===== config.mk =====
export PLATFORM = sky130hd
export DESIGN_NAME = regfile_wb_arbiter
export DESIGN_NICKNAME = d
export VERILOG_FILES = /design/src/rtl/regfile_wb_arbiter_pkg.sv /design/src/rtl/regfile_wb_arbiter_rr_arb2.sv /design/src/rtl/regfile_wb_arbiter.sv
export SDC_FILE = /design/constraint.sdc
export NUM_CORES = 1
export LEC_CHECK = 0
export ABC_AREA = 1
export CORE_MARGIN = 10
export CORE_UTILIZATION = 28
export CTS_BUF_LIST = sky130_fd_sc_hd__clkbuf_16
export CTS_CLUSTER_SIZE = 8
export DETAILED_ROUTE_END_ITERATION = 6
export PLACE_DENSITY = 0.55
export SLEW_MARGIN = 0
export SYNTH_ARGS = -nofsm -noshare
export SYNTH_HDL_FRONTEND = slang
export SYNTH_SLANG_ARGS = --single-unit

===== constraint.sdc =====
create_clock -name clk -period 2.1 [get_ports clk]
set_clock_uncertainty 0.2 [all_clocks]
set_input_delay 0.21 -clock clk [delete_from_list [all_inputs] [get_ports clk]]
set_output_delay 0.21 -clock clk [all_outputs]
set_load 0.005 [all_outputs]

===== src/rtl/regfile_wb_arbiter_pkg.sv =====
// Shared constants and encodings for the register-file writeback arbiter.
package regfile_wb_arbiter_pkg;

  localparam int DEF_XLEN       = 32;
  localparam int DEF_REG_ADDR_W = 5;

  typedef enum logic {
    ST_CLEAR = 1'b0,
    ST_RUN   = 1'b1
  } state_t;

  // Round-robin pointer values: which source wins when both request.
  localparam logic RR_ALU = 1'b0;
  localparam logic RR_LSU = 1'b1;

endpackage


===== src/rtl/regfile_wb_arbiter_rr_arb2.sv =====
// Two-way round-robin grant: combinational grant, registered priority pointer.
module rr_arb2
  import regfile_wb_arbiter_pkg::*;
(
  input  logic       clk,
  input  logic       rst,
  input  logic [1:0] req,
  input  logic       advance,
  output logic [1:0] gnt,
  output logic       rr_ptr
);

  logic r_ptr;

  always_comb begin
    gnt = req;
    if (req == 2'b11) begin
      gnt = (r_ptr == RR_LSU) ? 2'b10 : 2'b01;
    end
  end

  // After any grant the other source gets priority next time.
  always_ff @(posedge clk or posedge rst) begin
    if (rst) begin
      r_ptr <= RR_ALU;
    end else if (advance) begin
      r_ptr <= gnt[0] ? RR_LSU : RR_ALU;
    end
  end

  assign rr_ptr = r_ptr;

endmodule


===== src/rtl/regfile_wb_arbiter.sv =====
// Owns the register file write port: clears x1..x(N-1) after reset, then
// arbitrates ALU and LSU writebacks onto the single registered WE3/A3/WD3.
module regfile_wb_arbiter
  import regfile_wb_arbiter_pkg::*;
#(
  parameter int XLEN           = DEF_XLEN,
  parameter int REG_ADDR_W     = DEF_REG_ADDR_W,
  parameter bit CLEAR_ON_RESET = 1'b1
) (
  input  logic                  clk,
  input  logic                  rst,
  input  logic                  alu_valid,
  input  logic [REG_ADDR_W-1:0] alu_rd,
  input  logic [XLEN-1:0]       alu_data,
  output logic                  alu_ready,
  input  logic                  lsu_valid,
  input  logic [REG_ADDR_W-1:0] lsu_rd,
  input  logic [XLEN-1:0]       lsu_data,
  output logic                  lsu_ready,
  output logic                  we3,
  output logic [REG_ADDR_W-1:0] a3,
  output logic [XLEN-1:0]       wd3,
  output logic                  init_done,
  output state_t                dbg_state,
  output logic                  dbg_rr_ptr
);

  localparam logic [REG_ADDR_W-1:0] LAST_REG    = {REG_ADDR_W{1'b1}};
  localparam state_t                RESET_STATE = CLEAR_ON_RESET ? ST_CLEAR : ST_RUN;

  state_t                r_state, w_state_nxt;
  logic [REG_ADDR_W-1:0] r_clr_cnt, w_clr_cnt_nxt;
  logic                  r_we3, w_we3_nxt;
  logic [REG_ADDR_W-1:0] r_a3, w_a3_nxt;
  logic [XLEN-1:0]       r_wd3, w_wd3_nxt;
  logic [1:0]            w_req;
  logic [1:0]            w_gnt;

  // Handshake: a payload is accepted at the posedge where valid && ready.
  // Ready is combinational, never asserted without its own valid, and held
  // low during the clear sweep so requests simply wait for RUN.
  assign w_req = (r_state == ST_RUN) ? {lsu_valid, alu_valid} : 2'b00;

  rr_arb2 u_arb (
    .clk     (clk),
    .rst     (rst),
    .req     (w_req),
    .advance (|w_gnt),
    .gnt     (w_gnt),
    .rr_ptr  (dbg_rr_ptr)
  );

  always_comb begin
    w_state_nxt   = r_state;
    w_clr_cnt_nxt = r_clr_cnt;
    w_we3_nxt     = 1'b0;
    w_a3_nxt      = r_a3;
    w_wd3_nxt     = r_wd3;
    case (r_state)
      ST_CLEAR: begin
        w_we3_nxt     = 1'b1;
        w_a3_nxt      = r_clr_cnt;
        w_wd3_nxt     = '0;
        w_clr_cnt_nxt = r_clr_cnt + 1'b1;
        if (r_clr_cnt == LAST_REG) begin
          w_state_nxt = ST_RUN;
        end
      end
      ST_RUN: begin
        // A write to x0 still completes the handshake but is never issued.
        if (w_gnt[0]) begin
          w_we3_nxt = |alu_rd;
          w_a3_nxt  = alu_rd;
          w_wd3_nxt = alu_data;
        end else if (w_gnt[1]) begin
          w_we3_nxt = |lsu_rd;
          w_a3_nxt  = lsu_rd;
          w_wd3_nxt = lsu_data;
        end
      end
    endcase
  end

  always_ff @(posedge clk or posedge rst) begin
    if (rst) begin
      r_state   <= RESET_STATE;
      r_clr_cnt <= {{(REG_ADDR_W-1){1'b0}}, 1'b1};
      r_we3     <= 1'b0;
      r_a3      <= '0;
      r_wd3     <= '0;
    end else begin
      r_state   <= w_state_nxt;
      r_clr_cnt <= w_clr_cnt_nxt;
      r_we3     <= w_we3_nxt;
      r_a3      <= w_a3_nxt;
      r_wd3     <= w_wd3_nxt;
    end
  end

  assign alu_ready = w_gnt[0];
  assign lsu_ready = w_gnt[1];
  assign we3       = r_we3;
  assign a3        = r_a3;
  assign wd3       = r_wd3;
  assign init_done = (r_state == ST_RUN);
  assign dbg_state = r_state;

endmodule


# [Word-level counts from Yosys, hierarchy flattened]
# Cells that the tools add are included.
[classes] n_addsub=1 n_eq_ne=3 muxes=15 n_bitwise=1 reduce_logical=3
[ops] operator="32-bit two-way mux" n=2
[ops] operator="32-bit one-hot mux with 2 select lines" n=1
[ops] operator="5-bit two-way mux" n=2
[ops] operator="5-bit one-hot mux with 2 select lines" n=1
[ops] operator="5-bit OR reduction" n=2
[ops] operator="2-bit two-way mux" n=3
[ops] operator="5-bit by 1-bit adder with 5-bit output (second input constant)" n=1
[ops] operator="5-bit == test (second input constant)" n=1
[ops] operator="1-bit two-way mux" n=5
[ops] operator="3-bit by 1-bit inequality test with 1-bit output (second input constant)" n=1
[ops] operator="2-bit == test (second input constant)" n=1
[ops] operator="1-bit one-hot mux with 2 select lines" n=1
[ops] operator="2-bit OR reduction" n=1
[ops] operator="1-bit NOT" n=1
[totals] regBits=45 inputBits=78 out_inout_bits=43 word_cells=29

# [Longest topological paths before layout]
# Gate-level depths: netlist (run 1).
[depth] ltp_word=6 ltp_mapped=9 ltp_nobuf=6

# [Cells and area by module]
# A second synthesis (run 1) with hierarchy kept.
[hier_totals] cells_unflattened=341 area_unflattened_um2=2393.5
[modules_own_cells] mod="regfile_wb_arbiter" n_inst=1 cells_per_inst=331 area_per_inst_um2=2327.2 seq_area_each_um2=1102.3
[modules_own_cells] mod="rr_arb2" n_inst=1 cells_per_inst=10 area_per_inst_um2=66.3 seq_area_each_um2=25.0

# [Worst setup path after synthesis (run 1)]
# Ideal clock, no wire load.
[synth_timing] path_type="register to register" startpoint="register r_clr_cnt[0]" endpoint="register r_clr_cnt[4]" setup_time_ns=0.128 arrival_ns=1.167 required_ns=1.772 slack_ns=0.605 stages_incl_launch_ff=7 n_path_buf=0 period_less_slack_ns=1.495 cell_sequence="dfstp_2 > ha_1 > nand2_1 > nor2_1 > ha_1 > nand2_1 > o21ai_0"
[synth_between] elab_chain_cells=1
[synth_lines] item="from (decl)" line="regfile_wb_arbiter.sv:32" text="logic [REG_ADDR_W-1:0] r_clr_cnt, w_clr_cnt_nxt;"
[synth_lines] item="from (signal assigned)" line="regfile_wb_arbiter.sv:87" text="r_clr_cnt <= {{(REG_ADDR_W-1){1'b0}}, 1'b1};"
[synth_lines] item="from (signal assigned)" line="regfile_wb_arbiter.sv:93" text="r_clr_cnt <= w_clr_cnt_nxt;"
[synth_lines] item="5-bit by 1-bit adder with 5-bit output" line="regfile_wb_arbiter.sv:64" text="w_clr_cnt_nxt = r_clr_cnt + 1'b1;"
# No other way between the ends.
# A chain may end at the register's enable or synchronous reset.

# [Final worst setup path (run 1)]
[layout_timing] startpoint="register r_state, in the netlist dbg_state" endpoint="output port lsu_ready"
[layout_between] elab_chain_cells=3
[layout_lines] item="from (decl)" line="regfile_wb_arbiter.sv:31" text="state_t r_state, w_state_nxt;"
[layout_lines] item="from (signal assigned)" line="regfile_wb_arbiter.sv:92" text="r_state <= w_state_nxt;"
[layout_lines] item="2-bit two-way mux *" line="regfile_wb_arbiter.sv:42" text="assign w_req = (r_state == ST_RUN) ? {lsu_valid, alu_valid} : 2'b00;"
[layout_lines] item="2-bit == test" line="regfile_wb_arbiter_rr_arb2.sv:17" text="if (req == 2'b11) begin"
[layout_lines] item="2-bit two-way mux *" line="regfile_wb_arbiter_rr_arb2.sv:17"
[layout_lines] item="to (decl)" line="regfile_wb_arbiter.sv:19" text="output logic lsu_ready,"
# Every way passes the cells marked *; elsewhere a longest branch is shown, timed or not.

==> impl_metrics.env, run 1 <==
export IMPL_final_cell_mix="120 x clkdlybuf4s50_1, 110 x nand3_1, 91 x inv_1, 86 x nand2_1, 44 x dfrtp_1"
export IMPL_tritoncts="done"
export IMPL_synth_area_leaders="dfrtp_1 41%, nand3_1 21%, inv_1 13%"
export IMPL_layout_commonest_cell="clkdlybuf4s50_1"
export IMPL_synth_top_cell_area_share=0.412
export IMPL_final_antenna_net_count=0
export IMPL_clock_path_buffers=2
export IMPL_crit_arrival_ps=1530
export IMPL_cts_htree_levels=2
export IMPL_drtIter0Drc=117
export IMPL_r2r_setup_slack_ps=440
export IMPL_wl_met2_um=3820
export IMPL_post_route_min_period_ps=1940
export IMPL_regArea_sq_mm=0.00113
export IMPL_hpwl_um=6410
export IMPL_die_area_sq_mm=0.0139
export IMPL_worst_pin_slew_ps=423
export IMPL_post_cts_resized=0
export IMPL_r2r_end="a3[0]$_DFFE_PP0P_"
export IMPL_syn_inst=392
export IMPL_max_vdd_ir_drop_mv=0.325
export IMPL_timing_rr_start="dbg_state$_DFF_PP0_"
export IMPL_viasPerCell=4.28
export IMPL_antenna_found_initial=0
export IMPL_grt_pass1_wl_um=14800
export IMPL_tns_ps=0
export IMPL_slew_headroom=0.718
export IMPL_clkLatencyLatePin_ps=280
export IMPL_leakagePower_nw=2.17
export IMPL_required_ps=1690
export IMPL_syn_nets=472
export IMPL_routed_wl_met3_um=697
export IMPL_grt_max_degree=39
export IMPL_hp_class="input port to asynchronous set/reset pin"
export IMPL_maxCapViolations=0
export IMPL_rsz0062_at_grt="no"
export IMPL_first_global_vias=2840
export IMPL_synth_seq_area_share=0.422
export IMPL_post_cts_buffers=0
export IMPL_synth_area_sq_mm=0.00267
export IMPL_die_width_um=118
export IMPL_synthToLayoutAreaGrowth_pct=53.5
export IMPL_criticalPathCategory="flop to output pin"
export IMPL_placed_area_sq_mm=0.00397
export IMPL_core_rowCount=35
export IMPL_place_congestion=0.854
export IMPL_cts_sinks=45
export IMPL_post_route_util=0.442
export IMPL_start_kind="flop"
export IMPL_whs_ps=32.5
export IMPL_ctsHoldBuffers=0
export IMPL_wl_per_cell_um=13.8
export IMPL_pwr_density_cell_mw_per_mm2=583
export IMPL_io_pin_count=121
export IMPL_slew_viol_final=0
export IMPL_grt_total_usage=0.127
export IMPL_core_area_sq_mm=0.00928
export IMPL_multiInputGateArea_sq_mm=0.00104
export IMPL_setup_viol=0
export IMPL_cp_startpoint="dbg_state$_DFF_PP0_"
export IMPL_n_antenna_cell=0
export IMPL_ys_types=18
export IMPL_numCtsBuffers=5
export IMPL_clkTransAtPathRegs_ps=60
export IMPL_endpoint_kind="output pin"
export IMPL_fin_nets=583
export IMPL_cts_root_buf="clkbuf_16"
export IMPL_drt_met1_wl_um=4150
export IMPL_portBuffers=120
export IMPL_critPathMaxFanout=5
export IMPL_design_area_sq_mm=0.00411
export IMPL_die_h_um=118
export IMPL_vias=2707
export IMPL_r2r_cells=5
export IMPL_routed_wl_um=8730
export IMPL_drc_errors=0
export IMPL_syn_avg_cell_area_sq_um=6.82
export IMPL_hold_viol=0
export IMPL_max_clock_freq_mhz=515
export IMPL_n_fill_cell=982
export IMPL_synth_warning_count=0
export IMPL_status="finished, final reports clean"
export IMPL_critPathCapture="lsu_ready"
export IMPL_synth_top_area_cell="dfrtp_1"
export IMPL_drt_pass1_iterations=4
export IMPL_top_layer_used="met4"
export IMPL_drive_above_1_share=0.0437
export IMPL_grt_overflow=0
export IMPL_fin_crit_sh=0.924
export IMPL_start_util=0.288
export IMPL_yosys_register_bits=45
worst min path at each step:
stage	startpoint	end	cells past startpoint
3_5_place_dp	r_clr_cnt[3]$_DFFE_PP0N_	r_clr_cnt[3]$_DFFE_PP0N_	2
6_report	rst	wd3[17]$_DFFE_PP0P_	2
3_3_place_gp	r_clr_cnt[3]$_DFFE_PP0N_	r_clr_cnt[3]$_DFFE_PP0N_	2
2_1_floorplan	alu_rd[2]	we3$_DFF_PP0_	4
4_1_cts	rst	wd3[17]$_DFFE_PP0P_	2
5_1_grt	rst	wd3[17]$_DFFE_PP0P_	2
logic make-up (layout without fill, tap and decap cells):
logic type / after synthesis / in the layout / share of synthesized area
AOI/OAI and AO/OA: 5 / 5 / 0.00936
adders and majority gates: 2 / 2 / 0.00936
buffers and inverters: 117 / 229 / 0.190
DFF: 45 / 45 / 0.422
and+or+nand+nor: 223 / 223 / 0.370
worst max-delay path: stages (launching register included):
cell and delay [ps]:
dfrtp_1 460, nand2_1 100, a21oi_1 160, clkdlybuf4s50_1 530
final cells by class:
type | instances | area share
Multi-Input combinational cell | 230 | 0.253
Clock inverter | 3 | 0.00335
Sequential cell | 45 | 0.275
Inverter | 92 | 0.0841
Tap cell | 129 | 0.0393
Timing Repair Buffer | 129 | 0.315
Clock buffer | 5 | 0.0305
Yosys cell counts, drive strengths merged:
| cell type | instances |
|---|---|
| clkbuf | 3 |
| dfstp | 1 |
| o21ai | 4 |
| or2 | 1 |
| ha | 2 |
| inv | 92 |
| nand3 | 110 |
| a21oi | 1 |
| nand4 | 1 |
| nor2 | 22 |
| buf | 22 |
| nand2 | 88 |
| dfrtp | 44 |
| nand3b | 1 |
power breakdown:
part	switching [mW]	leakage [nW]	internal [mW]	total, mW
combinational	0.265	1.56	0.373	0.638
clock	0.317	0.0748	0.432	0.749
sequential	0.0496	0.531	0.955	1.00
sequential cells by signal, indices dropped and copies added, names as in the netlist:
signal        flops
we3               1
dbg_state         1
r_clr_cnt         5
u_arb.rr_ptr      1
a3                5
wd3              32
per-stage QoR:
step	cells	power [mW]	worst slack, ps
3_5_place_dp	625	1.67	211
5_1_grt	633	2.54	65.1
4_1_cts	633	2.44	145
3_3_place_gp	625	1.67	219
6_report	633	2.39	159
2_1_floorplan	392	1.27	605
metal layers:
metal  vias up  track usage
li1       1404            -
met1      1205        0.163
met2        90        0.199
met3         8       0.0460
met4         0       0.0255
met5         -            0
Power figures use the tool's default switching activity.
==> inputs of run 2 (changes only) <==
- DONT_BUFFER_PORTS: not set -> 1
- PLACE_DENSITY: 0.55 -> 0.38
==> run 2 against run 1 <==
Compared with the run above: the flow now finishes with violations (negative hold slack); sequential share of layout area grew 3.1 points; worst setup slack better by 17 ps; sequential power up 4%; first-iteration DRC count rose by 35%; final area shrank 10%; routed wire length rose by 5.9%; power decreased by 7.7%; flip-flop and latch count did not move; highest routed layer unchanged; utilization is 4.4 points lower; largest cell class is now sequential cells; critical path type unchanged.
==> impl_metrics.env, run 2 (same netlist as run 1, synthesis figures left out) <==
export IMPL_max_vdd_ir_drop_mv=0.322
export IMPL_portBuffers=0
export IMPL_worst_path_buf_inv=2
export IMPL_largest_reg_flops=32
export IMPL_clkTransAtPathRegs_ps=60
export IMPL_required_ps=1690
export IMPL_path_cells="nand2_1 -> nand2_2 -> buf_4 -> inv_1"
export IMPL_dp_cells=508
export IMPL_status="complete, but fails checks"
export IMPL_tns_ps=0
export IMPL_pwr_share_comb=0.189
export IMPL_drive_above_1_share=0.0517
export IMPL_rsz0062_at_grt="no"
export IMPL_final_cell_count_no_fill=593
export IMPL_hp_class="input port to flop"
export IMPL_whs_ps=-4.26
export IMPL_cts_htree_levels=2
export IMPL_drc_errors=0
export IMPL_die_area_sq_mm=0.0139
export IMPL_crit_slowest_cell="dfrtp_1"
export IMPL_fin_crit_sh=0.916
export IMPL_cts_sinks=45
export IMPL_p_int_mw=1.58
export IMPL_die_h_um=118
export IMPL_post_route_min_period_ps=1920
export IMPL_pwr_share_clk=0.340
export IMPL_n_antenna_cell=0
export IMPL_violations="negative hold slack"
export IMPL_finalWorstSetupSlack_ps=176
export IMPL_final_cell_mix="110 x nand3_1, 92 x inv_1, 86 x nand2_1, 77 x dlygate4sd3_1, 43 x dfrtp_1"
export IMPL_setup_viol=0
export IMPL_slowest_delay_ps=420
export IMPL_viasPerCell=4.46
export IMPL_p_sw_mw=0.622
export IMPL_final_antenna_net_count=0
export IMPL_pwr_density_cell_mw_per_mm2=597
export IMPL_place_ws_ps=390
export IMPL_criticalPathCategory="flop to output pin"
export IMPL_hold_viol=1
export IMPL_antenna_found_initial=0
export IMPL_core_rowCount=35
export IMPL_routed_wl_um=9250
export IMPL_r2r_cells=6
export IMPL_numCtsBuffers=5
export IMPL_tritoncts="done"
export IMPL_wl_per_cell_um=15.6
export IMPL_worst_pin_slew_ps=481
export IMPL_drtIter0Drc=158
export IMPL_grt_overflow=0
export IMPL_start_util=0.288
export IMPL_start_kind="flop"
export IMPL_slew_headroom=0.679
export IMPL_first_global_vias=2874
export IMPL_path_delay_family="simple AND/OR/NAND/NOR gates"
export IMPL_grt_pass1_wl_um=15200
export IMPL_layout_commonest_cell="nand3_1"
export IMPL_place_congestion=0.711
export IMPL_cts_root_buf="clkbuf_16"
export IMPL_grt_max_degree=32
export IMPL_cp_depth=4
export IMPL_hpwl_um=6190
export IMPL_synthToLayoutAreaGrowth_pct=38.2
export IMPL_slew_viol_final=0
export IMPL_clock_path_buffers=2
export IMPL_maxCapViolations=0
export IMPL_wl_met2_um=4430
export IMPL_core_area_sq_mm=0.00928
export IMPL_grt_total_usage=0.132
export IMPL_leakagePower_nw=2.03
export IMPL_holdPathStages=4
export IMPL_io_pin_count=121
export IMPL_drt_pass1_iterations=5
export IMPL_routed_wl_met3_um=850
export IMPL_clkLatencyLatePin_ps=280
export IMPL_endpoint_kind="output pin"
export IMPL_placed_area_sq_mm=0.00279
export IMPL_die_width_um=118
export IMPL_power_frac_seq=0.471
export IMPL_crit_arrival_ps=1510
export IMPL_design_area_sq_mm=0.00370
export IMPL_top_layer_used="met4"
export IMPL_swShare=0.282
export IMPL_fin_nets=543
export IMPL_max_clock_freq_mhz=520
export IMPL_vias=2642
export IMPL_drt_met1_wl_um=3850
export IMPL_critPathMaxFanout=21
==> run 2: changes by cell type in the layout (fill, tap and decap cells not counted), moves of 2 or more <==
cell | previous run | this run
buf_4 | 7 | 10
clkinv_2 | 2 | 0
clkdlybuf4s50_1 | 120 | 0
dlygate4sd3_1 | 0 | 77
==> run 2: metal layers <==
layer | track usage | up-vias
met4 | 0.0294 | 0
met1 | 0.156 | 1207
li1 | - | 1329
met3 | 0.0508 | 9
met2 | 0.219 | 97
met5 | 0 | -
==> run 2: area by class of cell <==
type / instances / area [sq um]
fillers: 987 / 5590
flip-flops and latches: 45 / 1130
multi-input cells: 230 / 1040
repair buffers: 89 / 886
inverters: 92 / 345
well taps: 129 / 161
clock buffers: 5 / 125
clock inverters: 3 / 11.3
==> run 2: worst register-to-register path, cell delays in order, from the launching register on <==
cell and delay [ps]:
dfrtp_1 420, nand2_1 270, nand2_2 160, buf_4 260, inv_1 120, nand2_1 80
nand3_1 60
==> run 2: path summary, 6_finish.rpt <==
kind	from	endpoint	slack, ps
min in group asynchronous	rst	wd3[14]$_DFFE_PP0P_	210
worst max-delay path	u_arb.rr_ptr$_DFFE_PP0P_	alu_ready	180
worst min register to register	r_clr_cnt[3]$_DFFE_PP0N_	r_clr_cnt[3]$_DFFE_PP0N_	290
worst min-delay path	alu_rd[0]	a3[0]$_DFFE_PP0P_	-4
max in group asynchronous	rst	r_clr_cnt[0]$_DFFE_PP1N_	900
worst max register to register	u_arb.rr_ptr$_DFFE_PP0P_	we3$_DFF_PP0_	410
==> run 2: per-stage QoR <==
stage / hold slack, ps / power [mW] / util
finish: -4.26 / 2.21 / 0.398
floorplan: 206 / 1.27 / -
global placement: -53.7 / 1.36 / 0.300
CTS: 1.98 / 2.25 / 0.398
global route: 45.6 / 2.35 / 0.398
detailed placement: -51.6 / 1.37 / 0.300
==> run 2: power groups by stage <==
| stage | sequential (mW) | combinational (mW) | clock, mW |
|---|---|---|---|
| floorplan | 1.02 | 0.245 | 0 |
| global placement | 1.06 | 0.303 | 0 |
| detailed placement | 1.06 | 0.307 | 0 |
| CTS | 1.04 | 0.420 | 0.785 |
| global route | 1.05 | 0.479 | 0.817 |
| finish | 1.04 | 0.418 | 0.750 |
==> run 2: timing repair <==
item / 4_1_cts / 5_1_grt
hold endpoints to repair: 58 / 0
buffers inserted: 0 / 0
hold buffers: 77 / 0
resized for setup: 0 / 0
==> inputs of run 3 (changes only) <==
- clock period: 2.1 -> 2 ns (I/O delays scaled with it)
==> run 3 against run 2 <==
Compared with the run above: the flow now finishes without violations; clock power increased by 6.3%; worst setup slack improved by 1.9 ps; first-iteration DRC count decreased by 3.8%.
==> impl_metrics.env, run 3 (same netlist as run 1, synthesis figures left out) <==
export IMPL_holdPathStages=3
export IMPL_pwr_share_comb=0.189
export IMPL_crit_top_cell="nand2_2"
export IMPL_grt_overflow=0
export IMPL_hold_viol=0
export IMPL_slew_viol_final=0
export IMPL_place_ws_ps=274
export IMPL_hp_class="input port to flop"
export IMPL_drive_above_1_share=0.0601
export IMPL_leakagePower_nw=2.03
export IMPL_n_antenna_cell=0
export IMPL_drt_pass1_iterations=4
export IMPL_n_fill_cell=968
export IMPL_design_area_sq_mm=0.00370
export IMPL_first_global_vias=2782
export IMPL_pwr_density_cell_mw_per_mm2=629
export IMPL_regArea_sq_mm=0.00113
export IMPL_max_clock_freq_mhz=549
export IMPL_tns_ps=0
export IMPL_grt_total_usage=0.132
export IMPL_clkLatencyLatePin_ps=280
export IMPL_required_ps=1600
export IMPL_maxCapViolations=0
export IMPL_criticalPathCategory="flop to output pin"
export IMPL_clock_path_buffers=2
export IMPL_final_cell_count_no_fill=595
export IMPL_portBuffers=0
export IMPL_viasPerCell=4.46
export IMPL_largest_reg_flops=32
export IMPL_vias=2655
export IMPL_final_antenna_net_count=0
export IMPL_hpwl_um=6340
export IMPL_worst_pin_slew_ps=477
export IMPL_p_int_mw=1.67
export IMPL_endpoint_kind="output pin"
export IMPL_pwr_share_clk=0.342
export IMPL_start_kind="flop"
export IMPL_multiInputGateArea_sq_mm=0.00104
export IMPL_final_cell_mix="110 x nand3_1, 90 x inv_1, 85 x nand2_1, 77 x dlygate4sd3_1, 43 x dfrtp_1"
export IMPL_drtIter0Drc=152
export IMPL_routed_wl_um=9310
export IMPL_slowest_delay_ps=450
export IMPL_dp_cells=510
export IMPL_die_area_sq_mm=0.0139
export IMPL_die_width_um=118
export IMPL_core_area_sq_mm=0.00928
export IMPL_clkTransAtPathRegs_ps=60
export IMPL_crit_slowest_cell="dfrtp_1"
export IMPL_synthToLayoutAreaGrowth_pct=38.5
export IMPL_rsz0062_at_grt="no"
export IMPL_status="finished, final reports clean"
export IMPL_post_cts_buffers=0
export IMPL_fin_nets=545
export IMPL_cts_htree_levels=2
export IMPL_post_route_min_period_ps=1820
export IMPL_grt_pass1_wl_um=15100
export IMPL_swShare=0.285
export IMPL_finalWorstSetupSlack_ps=178
export IMPL_start_util=0.288
export IMPL_cts_sinks=45
export IMPL_tritoncts="done"
export IMPL_slew_headroom=0.681
export IMPL_wl_per_cell_um=15.7
export IMPL_post_route_util=0.399
export IMPL_setup_viol=0
export IMPL_place_congestion=0.719
export IMPL_io_pin_count=121
export IMPL_core_rowCount=35
export IMPL_antenna_found_initial=0
export IMPL_fin_crit_sh=0.911
export IMPL_r2r_cells=6
export IMPL_critPathMaxFanout=21
export IMPL_path_cells="nand2_2 -> nand2_2 -> buf_4 -> inv_1"
export IMPL_p_sw_mw=0.663
export IMPL_worst_path_buf_inv=2
export IMPL_grt_max_degree=30
export IMPL_power_frac_seq=0.469
export IMPL_die_h_um=118
export IMPL_numCtsBuffers=5
export IMPL_max_vdd_ir_drop_mv=0.300
export IMPL_path_delay_family="flip-flops"
export IMPL_cp_depth=4
export IMPL_placed_area_sq_mm=0.00279
export IMPL_layout_commonest_cell="nand3_1"
export IMPL_drc_errors=0
export IMPL_cts_root_buf="clkbuf_16"
export IMPL_crit_arrival_ps=1420
-- run 3: per-layer routing --
layer / vias up / GRT usage / part of all wire
met4: 0 / 0.0325 / 0.012
met5: - / 0 / 0
met3: 8 / 0.0456 / 0.078
met2: 95 / 0.223 / 0.48
met1: 1222 / 0.155 / 0.43
li1: 1330 / - / -
-- run 3: path summary, 6_finish.rpt --
path / startpoint / slack (ps) / endpoint
worst max-delay path: u_arb.rr_ptr$_DFFE_PP0P_ / 180 / alu_ready
worst min-delay path: alu_valid / 60 / we3$_DFF_PP0_
worst max register to register: r_clr_cnt[0]$_DFFE_PP1N_ / 400 / r_clr_cnt[4]$_DFFE_PP0N_
worst min register to register: r_clr_cnt[3]$_DFFE_PP0N_ / 280 / r_clr_cnt[3]$_DFFE_PP0N_
max in group asynchronous: rst / 810 / r_clr_cnt[0]$_DFFE_PP1N_
min in group asynchronous: rst / 200 / wd3[13]$_DFFE_PP0P_
-- run 3: tightest hold or removal path, stage by stage --
cell     delay, ps
a21oi_1        120
nand2_1        100
nand3_1         70
-- run 3: repair_timing --
action / CTS / global route
gates resized for setup: 0 / 1
endpoints found under the setup margin: 0 / 1
hold buffers: 77 / 0
hold endpoints to repair: 57 / 0
-- run 3: stage by stage --
stage	hold WS (ps)	total power [mW]
global placement	-59.0	1.43
floorplan	196	1.33
finish	62.4	2.33
global route	70.9	2.47
detailed placement	-44.8	1.43
CTS	41.9	2.37
-- run 3: power by group through the flow --
stage                     combinational [mW]  clock, mW  sequential, mW
final                                  0.440      0.797            1.09
after global routing                   0.500      0.866            1.11
after CTS                              0.440      0.834            1.10
after detailed placement               0.322          0            1.11
after global placement                 0.318          0            1.11
after floorplan                        0.257          0            1.07
-- run 3: final cells by class --
| class | count | area share |
|---|---|---|
| Clock buffer | 5 | 0.0338 |
| Sequential cell | 45 | 0.305 |
| Clock inverter | 3 | 0.00338 |
| Inverter | 92 | 0.0933 |
| Tap cell | 129 | 0.0436 |
| Multi-Input combinational cell | 230 | 0.281 |
| Timing Repair Buffer | 91 | 0.240 |
